### src/rtl/fifo_uart_tx.sv
// Drains a first-word-fall-through FIFO and serializes each popped word as a
// UART frame (start, DataWidth data bits LSB first, StopBits stop bits) on tx.
module fifo_uart_tx #(
  parameter int DataWidth = 8,
  parameter int ClkDiv    = 16,
  parameter int StopBits  = 1
) (
  input  logic                 clk,
  input  logic                 reset_n,
  input  logic                 enable,
  input  logic                 fifo_empty,
  input  logic [DataWidth-1:0] fifo_data,
  output logic                 read_en,
  output logic                 tx,
  output logic                 busy,
  output logic                 frame_done
);

  localparam int BaudW = (ClkDiv > 1) ? $clog2(ClkDiv) : 1;
  localparam int BitW  = $clog2(DataWidth + 1);

  localparam logic [BaudW-1:0] BaudLast = BaudW'(ClkDiv - 1);
  localparam logic [BitW-1:0]  DataLast = BitW'(DataWidth - 1);
  localparam logic [BitW-1:0]  StopLast = BitW'(StopBits - 1);

  typedef enum logic [1:0] {
    IDLE  = 2'd0,
    START = 2'd1,
    DATA  = 2'd2,
    STOP  = 2'd3
  } state_t;

  state_t                 state_q, state_d;
  logic [BaudW-1:0]       baud_q, baud_d;
  logic [BitW-1:0]        bit_q, bit_d;
  logic [DataWidth-1:0]   shift_q, shift_d;
  logic                   armed_q;
  logic                   tx_q, tx_d;
  logic                   done_q, done_d;
  logic                   baud_wrap;
  logic                   last_stop;

  assign baud_wrap = (baud_q == BaudLast);
  assign last_stop = (state_q == STOP) && baud_wrap && (bit_q == StopLast);

  // Pop either from idle or on the very last stop cycle so frames abut.
  assign read_en = armed_q & enable & ~fifo_empty & ((state_q == IDLE) | last_stop);

  always_comb begin
    state_d = state_q;
    baud_d  = baud_q;
    bit_d   = bit_q;
    shift_d = shift_q;

    if (state_q != IDLE) baud_d = baud_wrap ? '0 : baud_q + 1'b1;

    case (state_q)
      IDLE: begin
        if (read_en) begin
          state_d = START;
          baud_d  = '0;
          bit_d   = '0;
          shift_d = fifo_data;
        end
      end
      START: begin
        if (baud_wrap) begin
          state_d = DATA;
          bit_d   = '0;
        end
      end
      DATA: begin
        if (baud_wrap) begin
          shift_d = shift_q >> 1;
          if (bit_q == DataLast) begin
            state_d = STOP;
            bit_d   = '0;
          end else begin
            bit_d = bit_q + 1'b1;
          end
        end
      end
      STOP: begin
        if (baud_wrap) begin
          if (bit_q == StopLast) begin
            bit_d = '0;
            if (read_en) begin
              state_d = START;
              shift_d = fifo_data;
            end else begin
              state_d = IDLE;
            end
          end else begin
            bit_d = bit_q + 1'b1;
          end
        end
      end
      default: state_d = IDLE;
    endcase

    // Line and frame_done are registered from next-state so they align with state.
    case (state_d)
      START:   tx_d = 1'b0;
      DATA:    tx_d = shift_d[0];
      default: tx_d = 1'b1;
    endcase
    done_d = (state_d == STOP) && (baud_d == BaudLast) && (bit_d == StopLast);
  end

  always_ff @(posedge clk or negedge reset_n) begin
    if (!reset_n) begin
      state_q <= IDLE;
      baud_q  <= '0;
      bit_q   <= '0;
      shift_q <= '0;
      armed_q <= 1'b0;
      tx_q    <= 1'b1;
      done_q  <= 1'b0;
    end else begin
      state_q <= state_d;
      baud_q  <= baud_d;
      bit_q   <= bit_d;
      shift_q <= shift_d;
      armed_q <= 1'b1;
      tx_q    <= tx_d;
      done_q  <= done_d;
    end
  end

  assign tx         = tx_q;
  assign busy       = (state_q != IDLE);
  assign frame_done = done_q;

endmodule

### config.mk
export PLATFORM = sky130hd
export DESIGN_NAME = fifo_uart_tx
export DESIGN_NICKNAME = d
export VERILOG_FILES = /design/src/rtl/fifo_uart_tx.sv
export SDC_FILE = /design/constraint.sdc
export NUM_CORES = 1
export LEC_CHECK = 0
export ABC_CLOCK_PERIOD_IN_PS = 2300
export CAP_MARGIN = 20
export CORE_ASPECT_RATIO = 1.5
export CORE_MARGIN = 2
export CORE_UTILIZATION = 25
export CTS_BUF_LIST = sky130_fd_sc_hd__clkbuf_8 sky130_fd_sc_hd__clkbuf_16
export DETAILED_ROUTE_END_ITERATION = 10
export GPL_TIMING_DRIVEN = 0
export PLACE_DENSITY = 0.45
export SLEW_MARGIN = 20
export SYNTH_ARGS = -nofsm -noshare
export SYNTH_HDL_FRONTEND = slang
export SYNTH_SLANG_ARGS = --single-unit
### constraint.sdc
create_clock -name clk -period 2.3 [get_ports clk]
set_input_delay 0.575 -clock clk [delete_from_list [all_inputs] [get_ports clk]]
set_output_delay 0.575 -clock clk [all_outputs]
set_load 0.05 [all_outputs]
==> results.toml <==
[outcome]
status = "completed"

[hold_path]
worst_hold_path_type = "input pin to async pin"

[timing]
fin_crit_sh_pct = 99.1
hold-worst-slack_ns = 0.278
fin_crit_ns = 2.28
finalSetupViolCount = 0
totalNegativeSetupSlack_ns = 0
setup_repair_after_global_routing_missed_its_margin = "true"
setup_ws_ns = 0.0217
drv_slew = 0
max-slew-margin-rel_pct = 52.9
final.setup_skew_ns = 0.00213
worst_pin_slew_ns = 0.701
report.final.hold_viol_count = 0
fmax_ghz = 0.439

[synthesis]
post_synth_top_flop = "sky130_fd_sc_hd__dfrtp_1"
synthDistinctLibCells = 45
synth-adder-area-share_pct = 3.13
synthMuxAreaShare_pct = 1.67
ys_seq_elements = 21
ys.warnings.count = 0
synth_xor_area_share_pct = 0.731
synth.avg_cell_area_um2 = 10.5
async_reset_ff_share_pct = 100
synthesis.nets = 129
synth-edff-count = 0
dominant_combinational_cell_family_by_area_after_synthesis = "compound AO/OA/AOI/OAI gates"
post_syn_instances = 114
yosys.area_share.simple_pct = 18.3
yosysSeqAreaShare_pct = 43.9
synthesis.area_mm2 = 0.00120
synth-compound-area-share_pct = 26.9

[drt]
vias = 998
initialDrtViolationCount = 56
drc = 0
vias_per_cell = 5.02
ant_nets = 0
highest-signal-layer = "met4"
drt-met1-wl_um = 1200
wirelength_um = 2950
detail_route.first_pass.iterations = 4
met3_wirelength_um = 134
detail_route.wl_per_cell_um = 14.8
dr_wl_met2_um = 1570

[cells_and_area]
mostFrequentLayoutCells = "18 x sky130_fd_sc_hd__dfrtp_1, 12 x sky130_fd_sc_hd__clkdlybuf4s50_1, 8 x sky130_fd_sc_hd__nand2_1, 8 x sky130_fd_sc_hd__a21o_1"
layout.filler_cells = 490
nets = 151
count_of_placed_standard_cells_in_the_final_layout_fillers_left_out = 199
most_frequent_standard_cell_in_the_layout_excluding_fill_and_tap_cells = "sky130_fd_sc_hd__dfrtp_1"
layout-drive-gt1-share_pct = 21.5
area_growth_syn_to_layout_pct = 27.2
final_standard_cell_area_without_fillers_mm2 = 0.00153
diodes = 0

[die]
fp.coreArea_mm2 = 0.00458
die_w_um = 60.5
rows = 30
die-area_mm2 = 0.00538
effective_utilization_at_floorplan_pct = 26.2
ioPinCount = 16
die_h_um = 88.8

[cts]
post_cts_hold_buffer_count = 0
largest_buffer_count_on_any_clock_path = 2
cts.clk_slew.worst_paths_ns = 0.08
cts_num_sinks = 21
tritoncts_clock_tree = "yes"
numCtsBuffers = 3
clk_latency_ns = 0.26
root_buffer = "sky130_fd_sc_hd__clkbuf_8"
cts_max_level = 1

[critical_path]
timing.setup.critical_path_class = "input pin to output pin"
critical_path_peak_fanout = 10
critical_path_required_ns = 1.73
crit_path_arrival_time_ns = 1.70
cp-start-kind = "input pin"
critical_path.endpoint_type = "output pin"

[grt]
globalRouteTotalUtil_pct = 12.3
grt_pass1_vias = 1060
grt_max_degree = 22
global_route_wire_length_before_repair_um = 4930
globalRouteOverflowTotal = 0
grt_antenna_before_repair = 0

[power_and_ir_drop]
power.static_leakage_nw = 0.676
combPwrFrac_pct = 4.7
power_per_cell_area_mw_per_mm2 = 426
p_int_mw = 0.508
switchingPower_mw = 0.142
ir_drop_mv = 0.179
power.switching_fraction_pct = 21.8
share_seq_of_total_power_pct = 56.9
p_clk_share_pct = 38.4

[placement]
io_buffers = 15
detailedPlace.worstSlack_ns = -0.864
post_dp_cell_area_mm2 = 0.00143
dp.cells = 193
detailedPlacementHpwl_um = 2060
place_congestion = 0.942

[run]
maxCapViolations = 0
[area by class of cell]
type	count	area, um2	area share (%)
buffer	3	32.5	2.13
inverter	8	30.0	1.97
tap	64	80.1	5.25
clock inverter	1	5.00	0.328
timing repair buffer	17	164	10.7
clock buffer	3	41.3	2.71
sequential	21	529	34.7
multi-input combinational	82	643	42.2
[cell usage after synthesis, types with 3 or more instances]
| library cell | instances | share of area [%] |
|---|---|---|
| sky130_fd_sc_hd__nand2_1 | 8 | 2.5 |
| sky130_fd_sc_hd__a21oi_1 | 5 | 2.1 |
| sky130_fd_sc_hd__o21ai_0 | 6 | 2.5 |
| sky130_fd_sc_hd__inv_1 | 7 | 2.2 |
| sky130_fd_sc_hd__a22o_1 | 6 | 4.4 |
| sky130_fd_sc_hd__dfrtp_1 | 20 | 42 |
| sky130_fd_sc_hd__a21o_1 | 8 | 5.0 |
| sky130_fd_sc_hd__ha_1 | 3 | 3.1 |
| sky130_fd_sc_hd__nand3_1 | 6 | 2.5 |
| sky130_fd_sc_hd__nor3_1 | 3 | 1.3 |
[registers in the layout, summed over array words and instances (netlist names)]
| name | cells |
|---|---|
| state_q | 2 |
| frame_done | 1 |
| bit_q | 4 |
| tx | 1 |
| shift_q | 8 |
| armed_q | 1 |
| baud_q | 4 |
[critical path, cell delays in order]
cell                              delay [ns]
sky130_fd_sc_hd__clkdlybuf4s50_1        0.38
sky130_fd_sc_hd__nand3b_1               0.23
sky130_fd_sc_hd__buf_4                  0.23
sky130_fd_sc_hd__nor2_4                 0.13
sky130_fd_sc_hd__buf_8                  0.16
[through the flow]
stage / total power, mW / util, %
2_1_floorplan: 0.381 / -
3_3_place_gp: 0.409 / 31.2
3_5_place_dp: 0.409 / 31.2
4_1_cts: 0.665 / 33.1
5_1_grt: 0.680 / 33.3
6_report: 0.650 / 33.3
[logic make-up after synthesis]
kind of cell	after synthesis
other	1
AO/OA/AOI/OAI	42
adder cells (fa/ha/maj)	3
AND/OR/NAND/NOR	33
multiplexers	2
buffers and inverters	11
flip-flops	21
XOR/XNOR	1
[worst paths after layout]
check                                 from         end  slack (ns)  cells after the start
worst max-delay path            fifo_empty     read_en        0.02                      5
worst min-delay path               reset_n  state_q[0]        0.28                      1
worst max register to register    bit_q[0]  shift_q[7]        0.32                      8
worst min register to register  shift_q[3]  shift_q[3]        0.49                      1
max in group asynchronous          reset_n   baud_q[0]        1.65                      1
min in group clk                shift_q[3]  shift_q[3]        0.49                      1
[metal layers]
metal  vias up  track usage, %
li1        470               -
met1       483            14.2
met2        39            21.6
met3         6            2.19
met4         0            5.34
met5         -               0
[what timing repair did]
action / in CTS / in global routing
hold endpoints to repair: 0 / 0
pin swaps: 1 / 0
resized for setup: 14 / 5
buffers inserted: 2 / 0
setup endpoints to repair: 2 / 9
[power by group through the flow]
stage / registers (mW) / logic [mW] / clock network, mW
floorplan: 0.377 / 0.00409 / 0
global placement: 0.377 / 0.0312 / 0
detailed placement: 0.377 / 0.0315 / 0
CTS: 0.370 / 0.0320 / 0.263
global route: 0.370 / 0.0337 / 0.276
finish: 0.370 / 0.0307 / 0.249
Note: power is estimated with default switching activity, not from simulation.
